### config.mk
export PLATFORM = sky130hd
export DESIGN_NAME = digital_mod
export DESIGN_NICKNAME = d
export VERILOG_FILES = /design/src/rtl/digital_mod.sv
export SDC_FILE = /design/constraint.sdc
export NUM_CORES = 1
export LEC_CHECK = 0
export CORE_AREA = 10 10 105 107
export CTS_BUF_LIST = sky130_fd_sc_hd__clkbuf_4 sky130_fd_sc_hd__clkbuf_8
export CTS_CLUSTER_DIAMETER = 150
export DETAILED_ROUTE_END_ITERATION = 8
export DIE_AREA = 0 0 115 117
export GPL_ROUTABILITY_DRIVEN = 0
export SLEW_MARGIN = 20
export SYNTH_ARGS = -nofsm -noshare
export SYNTH_HDL_FRONTEND = slang
export SYNTH_SLANG_ARGS = --single-unit
### constraint.sdc
create_clock -name clk -period 4.7 [get_ports clk]
set_input_delay 0.47 -clock clk [delete_from_list [all_inputs] [get_ports clk]]
set_output_delay 0.47 -clock clk [all_outputs]
set_load 0.03 [all_outputs]
### src/rtl/digital_mod.sv
// rtl/digital_mod.sv - ASK/FSK/BPSK carrier modulator: PN symbol capture, phase accumulator, quarter-wave sine LUT
module digital_mod #(
  parameter int unsigned        PHASE_W = 24,
  parameter logic [PHASE_W-1:0] FCW0    = 24'd3355,
  parameter logic [PHASE_W-1:0] FCW1    = 24'd6711
) (
  input  logic       clk,
  input  logic       reset_n,
  input  logic       bit_clk,
  input  logic       m_ser_in,
  input  logic [1:0] mode,
  output logic [7:0] dac_out,
  output logic       sym_strobe,
  output logic       data_bit
);

  localparam logic [1:0] MODE_ASK  = 2'b00;
  localparam logic [1:0] MODE_FSK  = 2'b01;
  localparam logic [1:0] MODE_BPSK = 2'b10;
  localparam logic [1:0] MODE_RSVD = 2'b11;

  logic               bclk_s1_q, bclk_s2_q, bclk_s3_q;
  logic               ser_s1_q, ser_s2_q;
  logic               bclk_fall;
  logic               data_bit_q, data_bit_d;
  logic [1:0]         mode_q, mode_d;
  logic               sym_strobe_q;
  logic [PHASE_W-1:0] acc_q, acc_d, fcw;
  logic [7:0]         addr_q, addr_d;
  logic               gate_q, gate_d;
  logic [7:0]         dac_q, dac_d;
  logic [5:0]         lut_idx;
  logic [6:0]         lut_val;

  function automatic logic [6:0] qsine(input logic [5:0] idx);
    case (idx)
      6'd0:  qsine = 7'd2;   6'd1:  qsine = 7'd5;   6'd2:  qsine = 7'd8;   6'd3:  qsine = 7'd11;
      6'd4:  qsine = 7'd14;  6'd5:  qsine = 7'd17;  6'd6:  qsine = 7'd20;  6'd7:  qsine = 7'd23;
      6'd8:  qsine = 7'd26;  6'd9:  qsine = 7'd29;  6'd10: qsine = 7'd32;  6'd11: qsine = 7'd35;
      6'd12: qsine = 7'd38;  6'd13: qsine = 7'd41;  6'd14: qsine = 7'd44;  6'd15: qsine = 7'd47;
      6'd16: qsine = 7'd50;  6'd17: qsine = 7'd53;  6'd18: qsine = 7'd56;  6'd19: qsine = 7'd58;
      6'd20: qsine = 7'd61;  6'd21: qsine = 7'd64;  6'd22: qsine = 7'd67;  6'd23: qsine = 7'd69;
      6'd24: qsine = 7'd72;  6'd25: qsine = 7'd74;  6'd26: qsine = 7'd77;  6'd27: qsine = 7'd79;
      6'd28: qsine = 7'd82;  6'd29: qsine = 7'd84;  6'd30: qsine = 7'd86;  6'd31: qsine = 7'd89;
      6'd32: qsine = 7'd91;  6'd33: qsine = 7'd93;  6'd34: qsine = 7'd95;  6'd35: qsine = 7'd97;
      6'd36: qsine = 7'd99;  6'd37: qsine = 7'd101; 6'd38: qsine = 7'd103; 6'd39: qsine = 7'd105;
      6'd40: qsine = 7'd106; 6'd41: qsine = 7'd108; 6'd42: qsine = 7'd110; 6'd43: qsine = 7'd111;
      6'd44: qsine = 7'd113; 6'd45: qsine = 7'd114; 6'd46: qsine = 7'd115; 6'd47: qsine = 7'd117;
      6'd48: qsine = 7'd118; 6'd49: qsine = 7'd119; 6'd50: qsine = 7'd120; 6'd51: qsine = 7'd121;
      6'd52: qsine = 7'd122; 6'd53: qsine = 7'd123; 6'd54: qsine = 7'd124; 6'd55: qsine = 7'd124;
      6'd56: qsine = 7'd125; 6'd57: qsine = 7'd125; 6'd58: qsine = 7'd126; 6'd59: qsine = 7'd126;
      default: qsine = 7'd127;
    endcase
  endfunction

  // Capture on the falling edge: mid-bit, well away from upstream data transitions.
  assign bclk_fall  = bclk_s3_q & ~bclk_s2_q;
  assign data_bit_d = bclk_fall ? ser_s2_q : data_bit_q;
  assign mode_d     = bclk_fall ? mode     : mode_q;

  always_ff @(posedge clk or negedge reset_n) begin
    if (!reset_n) begin
      bclk_s1_q    <= 1'b0;
      bclk_s2_q    <= 1'b0;
      bclk_s3_q    <= 1'b0;
      ser_s1_q     <= 1'b0;
      ser_s2_q     <= 1'b0;
      sym_strobe_q <= 1'b0;
      data_bit_q   <= 1'b0;
      mode_q       <= MODE_ASK;
    end else begin
      bclk_s1_q    <= bit_clk;
      bclk_s2_q    <= bclk_s1_q;
      bclk_s3_q    <= bclk_s2_q;
      ser_s1_q     <= m_ser_in;
      ser_s2_q     <= ser_s1_q;
      sym_strobe_q <= bclk_fall;
      data_bit_q   <= data_bit_d;
      mode_q       <= mode_d;
    end
  end

  always_comb begin
    fcw     = (mode_q == MODE_FSK && data_bit_q) ? FCW1 : FCW0;
    acc_d   = acc_q + fcw;
    addr_d  = acc_q[PHASE_W-1 -: 8] + ((mode_q == MODE_BPSK && data_bit_q) ? 8'h80 : 8'h00);
    gate_d  = (mode_q == MODE_RSVD) || (mode_q == MODE_ASK && !data_bit_q);
    lut_idx = addr_q[6] ? ~addr_q[5:0] : addr_q[5:0];
    lut_val = qsine(lut_idx);
    if (gate_q)
      dac_d = 8'd128;
    else if (addr_q[7])
      dac_d = 8'd128 - {1'b0, lut_val};
    else
      dac_d = 8'd128 + {1'b0, lut_val};
  end

  // Accumulator is never cleared on symbol changes, keeping FSK phase-continuous.
  always_ff @(posedge clk or negedge reset_n) begin
    if (!reset_n) begin
      acc_q  <= '0;
      addr_q <= 8'd0;
      gate_q <= 1'b1;
      dac_q  <= 8'd128;
    end else begin
      acc_q  <= acc_d;
      addr_q <= addr_d;
      gate_q <= gate_d;
      dac_q  <= dac_d;
    end
  end

  assign dac_out    = dac_q;
  assign sym_strobe = sym_strobe_q;
  assign data_bit   = data_bit_q;

endmodule
==> impl_metrics.yaml, run 1 <==
outcome:
  status: "completed"
die:
  die_height_um: 117
  rows: 35
  ios: 16
  die-area_sq_um: 13500
  start_util: 0.386
  die_x_um: 115
  core_area_sq_um: 9020
timing:
  finalWorstSetupSlack_ps: 1430
  min_period_ps: 3270
  setup_viol: 0
  final.period_utilization: 0.696
  fin_setup_tns_ps: 0
  relSlewSlack: 0.530
  tightest_slew_ps: 699
  max_freq_mhz: 306
  slew_viol_final: 0
  holdWs_ps: 161
  hold_viol_final: 0
  finClkSkew_ps: 9.30
  rsz0062_at_grt: "no"
cells_and_area:
  synthToLayoutAreaGrowth_pct: 8.12
  insertedDiodeCount: 0
  final_layout_size_suffix_gt1_frac: 0.0670
  nNetsFinal: 412
  final_cells: 499
worst_hold_path:
  min_path_type: "in2async"
pwr:
  pwr_density_cell_nw_per_um2: 541
  ir_worst_vdd_mv: 0.300
  p_leak_nw: 1.55
setup_path:
  crit_family: "simple AND/OR/NAND/NOR gates"
  crit_path_top_delay_cell: "dfrtp_1"
  path_max_fanout: 16
  arrival_ps: 3460
  r2r-end: "dac_out[4]"
  critical_path_buf_inv_count: 1
  r2r_slack_ps: 1430
  r2r_cells: 10
  required_ps: 4890
  worst_path_largest_cell_delay_ps: 640
  setup.worst_path.start_class: "register"
  end_kind: "register"
  r2r_start: "addr_q[6]"
  crit_chain: "xor2_1 -> inv_1 -> ha_1 -> nand3b_1 -> a22oi_1 -> or4_1 -> o211ai_1 -> nor2_1 -> a21oi_1 -> mux2_1"
  startpoint: "addr_q[6]"
  worstSetupPathType: "reg2reg"
synth:
  synth_edf_count: 0
  synth.most_common_cell: "dfrtp_1"
  synth_top_family_by_area: "simple AND/OR/NAND/NOR gates"
  synth_fp_nets: 411
  synth_async_sr_flop_share: 1.00
  ys.flop_type: "dfrtp_1"
  synth_warnings: 0
  synth_seq_cells: 50
  avgSynthCellArea_sq_um: 9.02
  yosysTopAreaCell: "dfrtp_1"
  synth_xor_area_frac: 0.0704
  yosys.area_share.adder: 0.0683
  synth.area.top_cells: "dfrtp_1 (34%), ha_1 (6.8%), xnor2_1 (5.3%)"
  syn_inst: 386
  synth-simple-area-share: 0.214
  netlist.area_leader.share: 0.345
  synth_compound_area_frac: 0.198
  synth_common_cells: "dfrtp_1 (48), nor2_1 (35), o21ai_0 (21), xnor2_1 (21), ha_1 (19)"
  yosysUniqueCellTypes: 68
  muxShareOfSynthArea: 0.0309
  yosysSeqAreaShare: 0.360
  synth_area_sq_um: 3480
route:
  dr.pass1.iters: 4
  drc: 0
  num_vias: 2758
  viasPerCell: 5.53
  wl_um: 7410
  drtIter0Drc: 103
  wl_per_cell_um: 14.8
  final_antenna_net_count: 0
global_routing:
  grt_max_degree: 53
  grt_pass1_wl_um: 12900
  antenna_found_initial: 0
  gr-total-overflow: 0
  track_usage: 0.113
  first_global_vias: 2685
clock_network:
  post_cts_buffers: 0
  cts-root-buf: "clkbuf_8"
  clk_latency_ps: 300
  post_cts_resized: 0
  cts-buffers-inserted: 5
  h-tree-depth: 2
  postCtsHoldBufs: 0
  clkSlewWorstSetupHoldPaths_ps: 100
  tritoncts: "yes"
  clkSinkCount: 50
  cts_buffer_depth: 2
place:
  io_buffer_count: 15
  hpwlAfterDp_um: 5290
  dpl.cell_count: 491
  pre_cts_slack_ps: 1440
run:
  cap_violations: 0
## flip-flops by register name, summed over array words and instances, names as in the netlist
register    count
acc_q          24
addr_q          8
dac_out         8
mode_q          2
bclk_s1_q       1
bclk_s2_q       1
bclk_s3_q       1
data_bit        1
gate_q          1
ser_s1_q        1
ser_s2_q        1
sym_strobe      1
## report_power, final
group / total, W / switching (W) / internal [W]
registers: 0.000678 / 0.000117 / 0.000561
logic: 0.00109 / 0.000623 / 0.000469
clock network: 0.000265 / 0.000155 / 0.000111
total: 0.00204 / 0.000895 / 0.00114
## cells in the final DEF, fill, tap and decap left out, types with 3 or more instances in the layout
| cell | instances |
|---|---|
| dfrtp_1 | 48 |
| nor2_1 | 35 |
| o21ai_0 | 21 |
| xnor2_1 | 21 |
| ha_1 | 19 |
| inv_1 | 18 |
| a21oi_1 | 18 |
| nand2_1 | 16 |
| clkdlybuf4s50_1 | 14 |
| nand3_1 | 13 |
| nor2b_1 | 9 |
| nor3b_1 | 7 |
| xor2_1 | 7 |
| a31oi_1 | 7 |
| o211ai_1 | 6 |
| nand3b_1 | 6 |
| nand2b_1 | 5 |
| o22ai_1 | 5 |
| and3_1 | 5 |
| nor3_1 | 5 |
| mux2_2 | 5 |
| a21boi_0 | 5 |
| a21o_1 | 5 |
| clkbuf_8 | 5 |
| buf_4 | 5 |
| mux2i_1 | 4 |
| or2_2 | 3 |
| o21bai_1 | 3 |
| a41oi_1 | 3 |
| and2b_1 | 3 |
| o21ai_1 | 3 |
| or3b_1 | 3 |
| nand4b_1 | 3 |
| nor4_1 | 3 |
| and3b_1 | 3 |
## metal layers
metal	GRT usage	vias up	part of all wire
li1	-	1385	-
met1	0.150	1323	0.47
met2	0.186	44	0.48
met3	0.0194	6	0.033
met4	0.0239	0	0.011
met5	0	-	0
## stage by stage
step	util	cell area, sq um	total power, W
floorplan	-	3480	0.00151
global placement	0.406	3660	0.00175
detailed placement	0.406	3660	0.00178
CTS	0.417	3760	0.00205
global route	0.417	3760	0.00222
finish	0.417	3760	0.00204
## cell families after synthesis
group / after synthesis
AND/OR/NAND/NOR: 133
AO/OA/AOI/OAI: 102
flip-flops: 50
buffers and inverters: 44
XOR/XNOR: 28
adder cells (fa/ha/maj): 19
multiplexers: 10
## area by class of cell
class / count / area [sq um]
clock inverters: 3 / 28.8
multi-input cells: 292 / 2030
fillers: 914 / 5260
well taps: 111 / 139
clock buffers: 5 / 68.8
inverters: 19 / 71.3
repair buffers: 19 / 178
flip-flops and latches: 50 / 1250
## worst max-delay path by stage
| stage | endpoint | depth (start not counted) |
|---|---|---|
| after global placement | dac_out[6] | 13 |
| after CTS | dac_out[6] | 13 |
| after global routing | dac_out[6] | 13 |
| after floorplan | dac_out[4] | 13 |
| after detailed placement | dac_out[6] | 13 |
| final | dac_out[4] | 10 |
(Power assumes the default switching activity.)
==> inputs of run 2 (changes only) <==
clock period = 3.4 ns   (was 4.7 ns; I/O delays follow)
==> run 2 against run 1 <==
Hold slack got worse by 100 ps. Critical path depth stayed put. Cell area up 2.3%. Clock skew is 6.3 ps higher. Combinational power is 43% higher. Critical endpoint unchanged. Die area is the same. First-iteration DRC count increased by 140%. Utilization is 0.96 points higher. Fmax rose by 6.2%. Largest cell class unchanged. Total power grew 44%. Worst setup slack lost 1100 ps. Flip-flop and latch count stayed put.
==> impl_metrics.yaml, run 2 (same netlist as run 1, synthesis figures left out) <==
die:
  die_height_um: 117
  core_area_sq_um: 9020
  die_x_um: 115
  rows: 35
  die-area_sq_um: 13500
  start_util: 0.386
  ios: 16
clock_network:
  h-tree-depth: 2
  tritoncts: "yes"
  clk_latency_ps: 310
  post_cts_resized: 0
  postCtsHoldBufs: 0
  clkSinkCount: 50
  post_cts_buffers: 0
  cts_buffer_depth: 2
  clkSlewWorstSetupHoldPaths_ps: 100
  cts-root-buf: "clkbuf_8"
  cts-buffers-inserted: 5
route:
  dr.pass1.iters: 5
  final_antenna_net_count: 0
  wl_per_cell_um: 14.9
  wl_um: 7550
  drtIter0Drc: 245
  num_vias: 2830
  viasPerCell: 5.59
  drc: 0
setup_path:
  required_ps: 3590
  crit_chain: "xor2_1 -> buf_4 -> ha_1 -> or2b_1 -> a21oi_1 -> o311a_1 -> o22ai_1 -> nor2_1 -> a21oi_1 -> mux2_1"
  critical_path_buf_inv_count: 1
  r2r-end: "dac_out[4]"
  r2r_cells: 10
  crit_family: "compound AO/OA/AOI/OAI gates"
  worstSetupPathType: "reg2reg"
  r2r_start: "addr_q[1]"
  worst_path_largest_cell_delay_ps: 510
  end_kind: "register"
  r2r_slack_ps: 320
  setup.worst_path.start_class: "register"
  crit_path_top_delay_cell: "dfrtp_1"
  path_max_fanout: 11
  arrival_ps: 3270
  worst_path_most_repeated_cell: "a21oi_1"
cells_and_area:
  final_cells: 506
  layout_commonest_cell: "dfrtp_1"
  largest_reg_flops: 24
  insertedDiodeCount: 0
  n_fill_cell: 869
  nNetsFinal: 419
  synthToLayoutAreaGrowth_pct: 10.6
  final_layout_size_suffix_gt1_frac: 0.0835
  layout_common_cells: "dfrtp_1 (48), nor2_1 (35), o21ai_0 (21), xnor2_1 (21), ha_1 (19)"
  regMostFlops: "acc_q"
global_routing:
  antenna_found_initial: 0
  grt_pass1_wl_um: 13100
  track_usage: 0.117
  first_global_vias: 2819
  gr-total-overflow: 0
  grt_max_degree: 40
timing:
  relSlewSlack: 0.423
  rsz0062_at_grt: "no"
  finClkSkew_ps: 15.6
  final.period_utilization: 0.906
  max_freq_mhz: 325
  setup_viol: 0
  tightest_slew_ps: 865
  slew_viol_final: 0
  fin_setup_tns_ps: 0
  min_period_ps: 3080
  hold_viol_final: 0
place:
  io_buffer_count: 15
  dpl.cell_count: 498
  hpwlAfterDp_um: 5470
pwr:
  pwr_density_cell_nw_per_um2: 760
  ir_worst_vdd_mv: 0.393
  p_leak_nw: 1.60
run:
  cap_violations: 0
worst_hold_path:
  min_path_type: "in2async"
outcome:
  status: "completed"
## run 2: how the worst max path moves through the flow
stage / from / end / cells after the start
2_1_floorplan: addr_q[6] / dac_out[4] / 13
3_3_place_gp: addr_q[1] / dac_out[4] / 10
4_1_cts: addr_q[0] / dac_out[4] / 8
6_report: addr_q[1] / dac_out[4] / 10
5_1_grt: addr_q[0] / dac_out[6] / 11
3_5_place_dp: addr_q[0] / dac_out[4] / 8
## run 2: worst register-to-register path: cells and delay by family (launching register included)
| kind | cells | cell delay (ps) |
|---|---|---|
| xor+xnor | 1 | 210 |
| fa+ha+maj | 1 | 450 |
| flops | 1 | 510 |
| compound gates | 4 | 1000 |
| buf+inv | 1 | 170 |
| simple gates | 2 | 290 |
| mux | 1 | 340 |
## run 2: final cells by class
cell class | instances | area [sq um] | share of cell area
Multi-Input combinational cell | 292 | 2030 | 0.526
Sequential cell | 50 | 1250 | 0.326
Inverter | 19 | 71.3 | 0.0185
Tap cell | 111 | 139 | 0.0361
Clock buffer | 6 | 82.6 | 0.0214
Clock inverter | 2 | 38.8 | 0.0101
Timing Repair Buffer | 26 | 240 | 0.0624
## run 2: through the flow
stage	utilization	hold slack [ps]	worst slack, ps	cell area (sq um)	total power [W]
after floorplan	-	44.4	153	3480	0.00209
after global placement	0.413	333	406	3730	0.00246
after detailed placement	0.413	341	375	3730	0.00249
after CTS	0.427	76.4	350	3850	0.00295
after global routing	0.427	106	96.7	3850	0.00319
final	0.427	57.9	320	3850	0.00293
## run 2: power breakdown
| group | internal (W) | total, W | switching, W | leakage (nW) |
|---|---|---|---|---|
| Combinational | 0.000679 | 0.00156 | 0.000879 | 0.923 |
| Clock | 0.000242 | 0.000446 | 0.000204 | 0.0618 |
| Sequential | 0.000775 | 0.000921 | 0.000146 | 0.614 |
| Total | 0.00170 | 0.00293 | 0.00123 | 1.60 |
## run 2: metal layers
layer / wire length (um) / GRT usage / vias up / part of all wire
li1: - / - / 1399 / -
met4: 229 / 0.0446 / 0 / 0.030
met1: 3330 / 0.145 / 1344 / 0.44
met5: 0 / 0 / - / 0
met3: 381 / 0.0209 / 20 / 0.050
met2: 3610 / 0.197 / 67 / 0.48
